**src/rtl/uart_tx_pkg.sv**
```systemverilog
// Shared definitions for the memory-mapped UART transmitter: register map,
// STATUS bit layout and transmitter state encoding.
package uart_tx_pkg;

    localparam logic [3:0] OFF_TXDATA  = 4'd0;
    localparam logic [3:0] OFF_STATUS  = 4'd4;
    localparam logic [3:0] OFF_DROPCNT = 4'd8;

    localparam int STAT_FULL    = 0;
    localparam int STAT_EMPTY   = 1;
    localparam int STAT_ACTIVE  = 2;
    localparam int STAT_CNT_LSB = 8;

    typedef enum logic [1:0] {
        IDLE  = 2'd0,
        START = 2'd1,
        DATA  = 2'd2,
        STOP  = 2'd3
    } tx_state_e;

endpackage

```
**src/rtl/sync_fifo.sv**
```systemverilog
// Single-clock FIFO with wrap-bit pointers; a push while full is accepted
// only when a pop happens at the same edge.
module sync_fifo #(
    parameter int WIDTH = 8,
    parameter int DEPTH = 8
) (
    input  logic                     clk,
    input  logic                     reset,
    input  logic                     push,
    input  logic [WIDTH-1:0]         din,
    input  logic                     pop,
    output logic [WIDTH-1:0]         dout,
    output logic                     full,
    output logic                     empty,
    output logic [$clog2(DEPTH):0]   count
);
    localparam int AW = $clog2(DEPTH);

    logic [AW:0]      r_wr_ptr;
    logic [AW:0]      r_rd_ptr;
    logic [WIDTH-1:0] r_mem [DEPTH];
    logic             w_do_push;
    logic             w_do_pop;

    assign empty     = (r_wr_ptr == r_rd_ptr);
    assign full      = (r_wr_ptr[AW] != r_rd_ptr[AW]) &&
                       (r_wr_ptr[AW-1:0] == r_rd_ptr[AW-1:0]);
    assign count     = r_wr_ptr - r_rd_ptr;
    assign dout      = r_mem[r_rd_ptr[AW-1:0]];
    assign w_do_pop  = pop & ~empty;
    assign w_do_push = push & (~full | w_do_pop);

    // NOTE: non-blocking assignments for all state so every flop samples pre-edge values.
    always_ff @(posedge clk) begin
        if (reset) begin
            r_wr_ptr <= '0;
            r_rd_ptr <= '0;
        end else begin
            if (w_do_push) r_wr_ptr <= r_wr_ptr + 1'b1;
            if (w_do_pop)  r_rd_ptr <= r_rd_ptr + 1'b1;
        end
    end

    // NOTE: storage is not reset; the pointers alone decide which entries are valid.
    always_ff @(posedge clk) begin
        if (w_do_push) r_mem[r_wr_ptr[AW-1:0]] <= din;
    end

endmodule

```
**src/rtl/mmio_uart_tx.sv**
```systemverilog
// Memory-mapped 8N1 UART transmitter snooping the core's store stream:
// TXDATA feeds a byte FIFO, STATUS and DROPCNT report FIFO and overflow state.
module mmio_uart_tx
    import uart_tx_pkg::*;
#(
    parameter logic [31:0] BASE_ADDR    = 32'h8000_0000,
    parameter int          CLKS_PER_BIT = 16,
    parameter int          FIFO_DEPTH   = 8
) (
    input  logic        clk,
    input  logic        reset,
    input  logic        mem_write,
    input  logic [31:0] data_addr,
    input  logic [31:0] write_data,
    output logic        sel,
    output logic [31:0] rd_data,
    output logic        tx,
    output logic        busy
);
    localparam int                CW        = $clog2(FIFO_DEPTH) + 1;
    localparam int                BW        = $clog2(CLKS_PER_BIT);
    localparam logic [BW-1:0]     BAUD_LAST = BW'(CLKS_PER_BIT - 1);

    logic [29:0]   w_word_off;
    logic [3:0]    w_reg_off;
    logic          w_push;
    logic          w_clr;
    logic          w_pop;
    logic          w_drop;
    logic          w_full;
    logic          w_empty;
    logic [CW-1:0] w_count;
    logic [7:0]    w_fifo_dout;
    logic [31:0]   w_status;
    logic          w_baud_last;
    logic          w_unused_bits;

    tx_state_e     r_state;
    logic [BW-1:0] r_baud;
    logic [2:0]    r_bit;
    logic [7:0]    r_shift;
    logic          r_tx;
    logic [15:0]   r_drop;

    // Word-granular window: offset within the window, byte lanes ignored.
    assign w_word_off    = data_addr[31:2] - BASE_ADDR[31:2];
    assign sel           = (w_word_off < 30'd3);
    assign w_reg_off     = {w_word_off[1:0], 2'b00};
    assign w_push        = mem_write & sel & (w_reg_off == OFF_TXDATA);
    assign w_clr         = mem_write & sel & (w_reg_off == OFF_DROPCNT);
    assign w_baud_last   = (r_baud == BAUD_LAST);
    assign w_pop         = ~w_empty & ((r_state == IDLE) | ((r_state == STOP) & w_baud_last));
    assign w_drop        = w_push & w_full & ~w_pop;
    assign w_unused_bits = ^{data_addr[1:0], write_data[31:8]};

    sync_fifo #(.WIDTH(8), .DEPTH(FIFO_DEPTH)) u_fifo (
        .clk   (clk),
        .reset (reset),
        .push  (w_push),
        .din   (write_data[7:0]),
        .pop   (w_pop),
        .dout  (w_fifo_dout),
        .full  (w_full),
        .empty (w_empty),
        .count (w_count)
    );

    // NOTE: every combinational output gets a default first so no latch is inferred.
    always_comb begin
        w_status               = '0;
        w_status[STAT_FULL]    = w_full;
        w_status[STAT_EMPTY]   = w_empty;
        w_status[STAT_ACTIVE]  = (r_state != IDLE);
        w_status[STAT_CNT_LSB +: 8] = 8'(w_count);
    end

    always_comb begin
        rd_data = '0;
        if (sel) begin
            case (w_reg_off)
                OFF_STATUS:  rd_data = w_status;
                OFF_DROPCNT: rd_data = {16'b0, r_drop};
                default:     rd_data = '0;
            endcase
        end
    end

    always_ff @(posedge clk) begin
        if (reset)                             r_drop <= '0;
        else if (w_clr)                        r_drop <= '0;
        else if (w_drop && r_drop != 16'hFFFF) r_drop <= r_drop + 16'd1;
    end

    // tx is driven with the value of the state being entered, so it stays registered.
    always_ff @(posedge clk) begin
        if (reset) begin
            r_state <= IDLE;
            r_baud  <= '0;
            r_bit   <= '0;
            r_shift <= '0;
            r_tx    <= 1'b1;
        end else begin
            case (r_state)
                IDLE: begin
                    r_tx <= 1'b1;
                    if (w_pop) begin
                        r_shift <= w_fifo_dout;
                        r_bit   <= '0;
                        r_baud  <= '0;
                        r_state <= START;
                        r_tx    <= 1'b0;
                    end
                end
                START: begin
                    if (w_baud_last) begin
                        r_baud  <= '0;
                        r_state <= DATA;
                        r_tx    <= r_shift[0];
                    end else begin
                        r_baud <= r_baud + 1'b1;
                    end
                end
                DATA: begin
                    if (w_baud_last) begin
                        r_baud <= '0;
                        if (r_bit == 3'd7) begin
                            r_state <= STOP;
                            r_tx    <= 1'b1;
                        end else begin
                            r_bit   <= r_bit + 3'd1;
                            r_shift <= r_shift >> 1;
                            r_tx    <= r_shift[1];
                        end
                    end else begin
                        r_baud <= r_baud + 1'b1;
                    end
                end
                STOP: begin
                    if (w_baud_last) begin
                        r_baud <= '0;
                        if (w_pop) begin
                            r_shift <= w_fifo_dout;
                            r_bit   <= '0;
                            r_state <= START;
                            r_tx    <= 1'b0;
                        end else begin
                            r_state <= IDLE;
                            r_tx    <= 1'b1;
                        end
                    end else begin
                        r_baud <= r_baud + 1'b1;
                    end
                end
                default: begin
                    r_state <= IDLE;
                    r_tx    <= 1'b1;
                end
            endcase
        end
    end

    assign tx   = r_tx;
    assign busy = (r_state != IDLE) | ~w_empty;

endmodule

```
**config.mk**
```make
export PLATFORM = sky130hd
export DESIGN_NAME = mmio_uart_tx
export DESIGN_NICKNAME = d
export VERILOG_FILES = /design/src/rtl/uart_tx_pkg.sv /design/src/rtl/sync_fifo.sv /design/src/rtl/mmio_uart_tx.sv
export SDC_FILE = /design/constraint.sdc
export NUM_CORES = 1
export LEC_CHECK = 0
export ABC_AREA = 0
export CAP_MARGIN = 20
export CELL_PAD_IN_SITES_DETAIL_PLACEMENT = 1
export CELL_PAD_IN_SITES_GLOBAL_PLACEMENT = 2
export CORE_MARGIN = 5
export CORE_UTILIZATION = 36
export DETAILED_ROUTE_END_ITERATION = 10
export PLACE_DENSITY = 0.87
export SYNTH_ARGS = -nofsm -noshare
export SYNTH_HDL_FRONTEND = slang
export SYNTH_SLANG_ARGS = --single-unit
```
**constraint.sdc**
```tcl
create_clock -name clk -period 8.95 [get_ports clk]
set_clock_uncertainty 0.05 [all_clocks]
set_input_delay 1.79 -clock clk [delete_from_list [all_inputs] [get_ports clk]]
set_output_delay 1.79 -clock clk [all_outputs]
set_load 0.02 [all_outputs]
```
==> reports/summary.txt, run 1 <==
Hpwl dp: 8900 um
I/O Buffers: 59
CP peak stage delay: 0.64 ns
Slew margin rel.: 34.2%
CTS tree: yes
Crit path capture: rd_data[8]
Reg2reg start: r_state[1]
Worst Tran Pin Value: 0.983 ns
Worst-Skew Late Latency: 0.35 ns
Mapped cell area: 5200 sq um
R2R Path End: r_drop[15]
RSZ-0062 raised after global routing: no
Die width: 130 um
Hold Startpoint: r_shift[7]
Vias in the first global route: 3778
Worst slack at placement: 2.10 ns
NetSw: 307 uW
Residual DRC: 0
Wire per inst: 17.6 um
Share of layout cells above drive strength 1: 8.82%
Max clock buf depth: 2
Root Buffer: clkbuf_16
Main flop type after synthesis: edfxtp_1
DRT Pass-1 Iters: 4
Worst path required time: 7.11 ns
Synth Area per Inst: 11.6 sq um
Final ANT Viol Nets: 0
Die area: 16900 sq um
PnR worst setup slack: 2.07 ns
Post-synth EDFFs: 64
GP Congestion: 0.768
Via count: 3689
# diodes: 0
Seq cells post-synth: 109
Status: completed
Sinks on Clock Net: 109
Hold/Removal Path Class: reg -> reg
Setup CP Type: in -> out
Hold_buf cts: 0
Tmin final: 6.88 ns
Htree depth: 3
Reg power frac: 49.6%
Pwr/cell area: 180 nW/um^2
Data arrival time of the worst path: 5.04 ns
Initial antenna violation count: 0
Leak pwr: 0.00213 uW
Int Pwr: 819 uW
Cells after Synth: 449
Worst reg2reg setup slack: 5.44 ns
Post-cts sizing count: 0
Area Overhead vs Synth: 20.2%
CP Launch Type: primary input
Critical path's slowest cell: clkdlybuf4s50_1
Sw Share: 27.3%
Post-synthesis sequential area ratio: 54.3%
First-pass GRT wire length: 19800 um
Setup repair bufs after CTS: 0
Worst-path cell chain: clkdlybuf4s50_1 -> or4_4 -> or4_4 -> nor2_1 -> nand2_1 -> nor2_1 -> clkdlybuf4s50_1
Fmax: 145 MHz
CP max FO: 11
Comb power frac: 15.7%
Final hold viol count: 0
Register clock-pin slew on the reported worst setup and hold paths: 0.07 ns
WL final: 12200 um
Worst Reg-to-Reg Cells: 7
Grt total ovfl: 0
Core Region: 14400 sq um
Die height: 130 um
Initial core utilization: 36.2%
Max VDD drop: 0.135 mV
Setup crit start: data_addr[30]
Setup TNS: 0 ns
Clock power frac: 34.7%
FFs w/ async S/R, synth: 0%
DRT iter0 DRCs: 184
Ports: 102
# nets final: 591
Yosys warning count: 0
Final setup fails: 0
Max Cap Violations: 0
Netlist cell types: 47
CP endpoint kind: output port
Cts bufs inserted: 9
Final-report max-slew violation count: 0
Largest net degree at the start of global routing: 27
Core Rows: 44
Tcrit/Tclk final: 76.9%
Via density: 5.32
Total global-route track usage: 15.1%
## synthesized netlist by cell type (9+ instances only)
master	instances	area [sq um]
a21oi_1	20	100
and3_1	15	93.8
buf_4	16	120
clkbuf_1	16	60.1
dfxtp_1	45	901
edfxtp_1	64	1920
ha_1	18	225
inv_1	15	56.3
mux2i_1	22	220
mux4_2	16	360
nand2_1	34	128
nand3_1	17	85.1
nand4_1	9	56.3
nor2_1	35	131
nor3_1	10	50.1
o21ai_0	17	85.1
or3_1	10	62.6
or4_1	9	67.6
## power by group through the flow
stage	clock [uW]	sequential, uW	combinational, uW
final	391	558	177
after global routing	425	560	199
after CTS	406	559	178
after detailed placement	0	570	177
after global placement	0	570	169
after floorplan	0	565	120
## placed cells by master, fill, tap and decap left out, drive strengths merged, types with 6 or more instances in the layout
master / n
clkdlybuf4s50: 59
mux4: 16
ha: 18
nor2: 35
and3: 17
edfxtp: 64
mux2i: 22
clkbuf: 10
o21ai: 17
inv: 20
dfxtp: 45
or3: 10
nand4: 9
nor4: 8
or4: 12
nand2: 34
nor3: 10
a21oi: 20
conb: 16
buf: 6
nand3: 17
## metrics by stage
step                      power, uW  std cells  hold slack [ns]  util (%)  area, sq um
after floorplan                 685        464            0.382         -         5260
after global placement          739        674            0.393      41.1         5900
after detailed placement        748        675            0.404      41.2         5920
after CTS                      1140        691            0.413      43.2         6210
after global routing           1180        694            0.430      43.5         6250
final                          1130        694            0.409      43.5         6250
## state kept, by name (all words and copies together), names as in the netlist, named ones only
signal	cells
r_drop	16
u_fifo.r_rd_ptr	4
tx	1
u_fifo.r_wr_ptr	4
r_bit	3
r_state	2
r_baud	4
u_fifo.r_mem	64
r_shift	8
## critical path: cells and delay by family
family | cells | cell delay, ns
AND/OR/NAND/NOR | 5 | 2.21
buffers and inverters | 2 | 1.05
## final cells by class
class,count,area [sq um]
Clock inverter,6,61.3
Timing Repair Buffer,65,663
Fill cell,1507,8120
Clock buffer,10,229
Sequential cell,109,2820
Tap cell,184,230
Multi-Input combinational cell,305,2190
Inverter,15,56.3
## how the worst min path moves through the flow
stage | end | slack, ns | depth (start not counted)
final | r_shift[7] | 0.41 | 2
after detailed placement | r_shift[7] | 0.40 | 2
after global placement | r_bit[2] | 0.39 | 2
after floorplan | r_shift[7] | 0.38 | 2
after CTS | r_shift[7] | 0.41 | 2
after global routing | r_shift[7] | 0.43 | 2
## cell families after synthesis
| family | Yosys count | synth area share, % |
|---|---|---|
| mux | 38 | 11.2 |
| compound gates | 61 | 7.29 |
| xor+xnor | 7 | 1.18 |
| buf+inv | 50 | 4.79 |
| simple gates | 164 | 16.5 |
| flops | 109 | 54.3 |
| other cells | 1 | 0.0721 |
| fa+ha+maj | 19 | 4.72 |
## routing by layer
metal | track usage [%] | vias to the layer above | part of all wire, %
li1 | - | 1763 | -
met1 | 17.8 | 1846 | 43
met2 | 27.4 | 65 | 52
met3 | 3.56 | 15 | 3.3
met4 | 4.52 | 0 | 1.6
met5 | 0 | - | 0
Power figures use the tool's default switching activity.
==> inputs of run 2 (changes only) <==
--- a/config.mk
+++ b/config.mk
@@ -10,9 +10,9 @@
 export CELL_PAD_IN_SITES_DETAIL_PLACEMENT = 1
 export CELL_PAD_IN_SITES_GLOBAL_PLACEMENT = 2
 export CORE_MARGIN = 5
-export CORE_UTILIZATION = 36
+export CORE_UTILIZATION = 34
 export DETAILED_ROUTE_END_ITERATION = 10
-export PLACE_DENSITY = 0.87
+export PLACE_DENSITY = 0.83
 export SYNTH_ARGS = -nofsm -noshare
 export SYNTH_HDL_FRONTEND = slang
 export SYNTH_SLANG_ARGS = --single-unit
==> constraint.sdc (replaced) <==
create_clock -name clk -period 7 [get_ports clk]
set_clock_uncertainty 0.05 [all_clocks]
set_input_delay 1.4 -clock clk [delete_from_list [all_inputs] [get_ports clk]]
set_output_delay 1.4 -clock clk [all_outputs]
set_load 0.02 [all_outputs]
==> run 2 against run 1 <==
Compared with the run above:
- clock power is 38% higher
- first-iteration DRC count is 21% lower
- total power is 32% higher
- die area is 5.4% higher
- critical path type unchanged
- highest routed layer unchanged
==> reports/summary.txt, run 2 (synthesized netlist as in run 1, its figures left out) <==
Via density: 5.29 (-0.48%)
DRT Pass-1 Iters: 4 (unchanged)
Sw Share: 28.8% (+1.5 points)
Commonest non-fill, non-tap cell in the layout: edfxtp_1
Largest net degree at the start of global routing: 30 (+11%)
Ports: 102 (unchanged)
Sinks on Clock Net: 109 (unchanged)
Status: completed
DRT iter0 DRCs: 145 (-21%)
CP endpoint kind: output port
Hold_buf cts: 0 (unchanged)
Area Overhead vs Synth: 20.6%
Worst-path cell chain: clkdlybuf4s50_1 -> or4_4 -> or4_4 -> nor2_1 -> nand2_1 -> nor2_1 -> clkdlybuf4s50_1
WL final: 12900 um (+5.9%)
Max Cap Violations: 0 (unchanged)
RSZ-0062 raised after global routing: no
Tcrit/Tclk final: 84.8%
Total global-route track usage: 14.9% (-0.24 points)
Final hold viol count: 0 (unchanged)
Final setup fails: 0 (unchanged)
Via count: 3687 (-0.054%)
Pwr/cell area: 236 nW/um^2 (+31%)
Tmin final: 5.94 ns
Reg2reg start: r_state[0]
CP peak stage delay: 0.62 ns (-0.02 ns)
Hold/Removal Path Class: reg -> reg
Hpwl dp: 9460 um (+6.2%)
Worst path required time: 5.55 ns (-1.56 ns)
Root Buffer: clkbuf_16
Share of layout cells above drive strength 1: 9.04% (+0.21 points)
First-pass GRT wire length: 21100 um (+6.2%)
Worst slack at placement: 1.07 ns (-1.03 ns)
Final ANT Viol Nets: 0 (unchanged)
CP max FO: 11 (unchanged)
Max clock buf depth: 2 (unchanged)
Reg power frac: 48.1% (-1.5 points)
Data arrival time of the worst path: 4.49 ns (-0.55 ns)
Post-cts sizing count: 0 (unchanged)
Commonest non-fill, non-tap cells in the layout: 64 x edfxtp_1, 59 x clkdlybuf4s50_1, 45 x dfxtp_1
Register clock-pin slew on the reported worst setup and hold paths: 0.08 ns (about the same)
NetSw: 426 uW (+39%)
Core Rows: 45 (+2.3%)
Final total power: 1480 uW (+32%)
Final-report max-slew violation count: 0 (unchanged)
Critical path's slowest cell: clkdlybuf4s50_1
Worst Tran Pin Value: 0.964 ns (-0.0186 ns)
Hold Startpoint: r_bit[2]
Comb power frac: 15.5% (-0.2 points)
Initial antenna violation count: 0 (unchanged)
Buf/Inv on CP: 2 (unchanged)
GP Congestion: 0.810 (+5.6%)
Max VDD drop: 0.276 mV (+100%)
Leak pwr: 0.00214 uW (+0.27%)
Die area: 17900 sq um (+5.4%)
# nets final: 590 (-0.17%)
Setup CP Type: in -> out
Setup TNS: 0 ns (unchanged)
Int Pwr: 1060 uW (+29%)
Die width: 134 um (+2.7%)
Max reg flops: 64 (unchanged)
CTS tree: yes
Die height: 134 um (+2.7%)
Setup repair bufs after CTS: 0 (unchanged)
# diodes: 0 (unchanged)
Clock power frac: 36.4% (+1.7 points)
Fmax: 168 MHz
PnR worst setup slack: 1.06 ns (-1.01 ns)
Worst-Skew Late Latency: 0.36 ns (about the same)
Core Region: 15100 sq um (+5.0%)
Htree depth: 3 (unchanged)
Residual DRC: 0 (unchanged)
I/O Buffers: 59 (unchanged)
Cts bufs inserted: 9 (unchanged)
CP Launch Type: primary input
# fillers: 1630 (+8.2%)
Initial core utilization: 34.5% (-1.7 points)
Slew margin rel.: 35.5% (+1.3 points)
Wire per inst: 18.5 um (+5.4%)
Vias in the first global route: 3950 (+4.6%)
Hold_ws: 0.418 ns (+0.00912 ns)
Setup crit start: data_addr[30]
Grt total ovfl: 0 (unchanged)
CP delay by family, top: simple AND/OR/NAND/NOR gates
[run 2: cell types whose count changed in the layout (fill, tap and decap cells not counted)]
cell	before	now
inv_6	1	0
clkinv_8	0	2
buf_16	1	0
buf_4	4	3
inv_12	0	2
clkbuf_1	1	0
inv_8	4	2
buf_8	1	2
nor3_1	9	8
nor3_2	1	2
[run 2: final timing paths]
check | to | slack, ns | depth (start not counted)
setup / recovery | rd_data[11] | 1.06 | 7
hold reg to reg | r_bit[2] | 0.42 | 2
setup reg to reg | r_drop[8] | 3.66 | 7
hold / removal | r_bit[2] | 0.42 | 2
[run 2: stage by stage]
| stage | cell area (sq um) | std cells | utilization (%) |
|---|---|---|---|
| 4_1_cts | 6230 | 694 | 41.3 |
| 2_1_floorplan | 5260 | 464 | - |
| 3_5_place_dp | 5910 | 678 | 39.2 |
| 6_report | 6270 | 697 | 41.6 |
| 3_3_place_gp | 5910 | 677 | 39.1 |
| 5_1_grt | 6270 | 697 | 41.6 |
[run 2: routing by layer]
metal	part of all wire, %	vias up	GRT usage (%)
li1	-	1761	-
met1	44	1855	18.0
met2	52	60	27.0
met3	3.1	11	3.36
met4	0.85	0	3.43
met5	0	-	0
[run 2: power by group through the flow]
stage / sequential, uW / combinational [uW] / clock [uW]
after floorplan: 722 / 154 / 0
after CTS: 715 / 230 / 553
after global routing: 717 / 257 / 582
after detailed placement: 729 / 229 / 0
final: 714 / 230 / 539
after global placement: 727 / 220 / 0
[run 2: final cells by class]
cell class | count | area, sq um | area share (%)
Sequential cell | 109 | 2820 | 45.0
Inverter | 15 | 56.3 | 0.898
Timing Repair Buffer | 64 | 643 | 10.3
Multi-Input combinational cell | 305 | 2190 | 35.0
Clock inverter | 7 | 95.1 | 1.52
Clock buffer | 9 | 225 | 3.59
Tap cell | 188 | 235 | 3.75
[run 2: worst min-delay path, delay by kind of cell, from the launching register on]
family           cells  cell delay (ns)
flip-flops           1             0.32
AND/OR/NAND/NOR      1             0.05
AO/OA/AOI/OAI        1             0.05
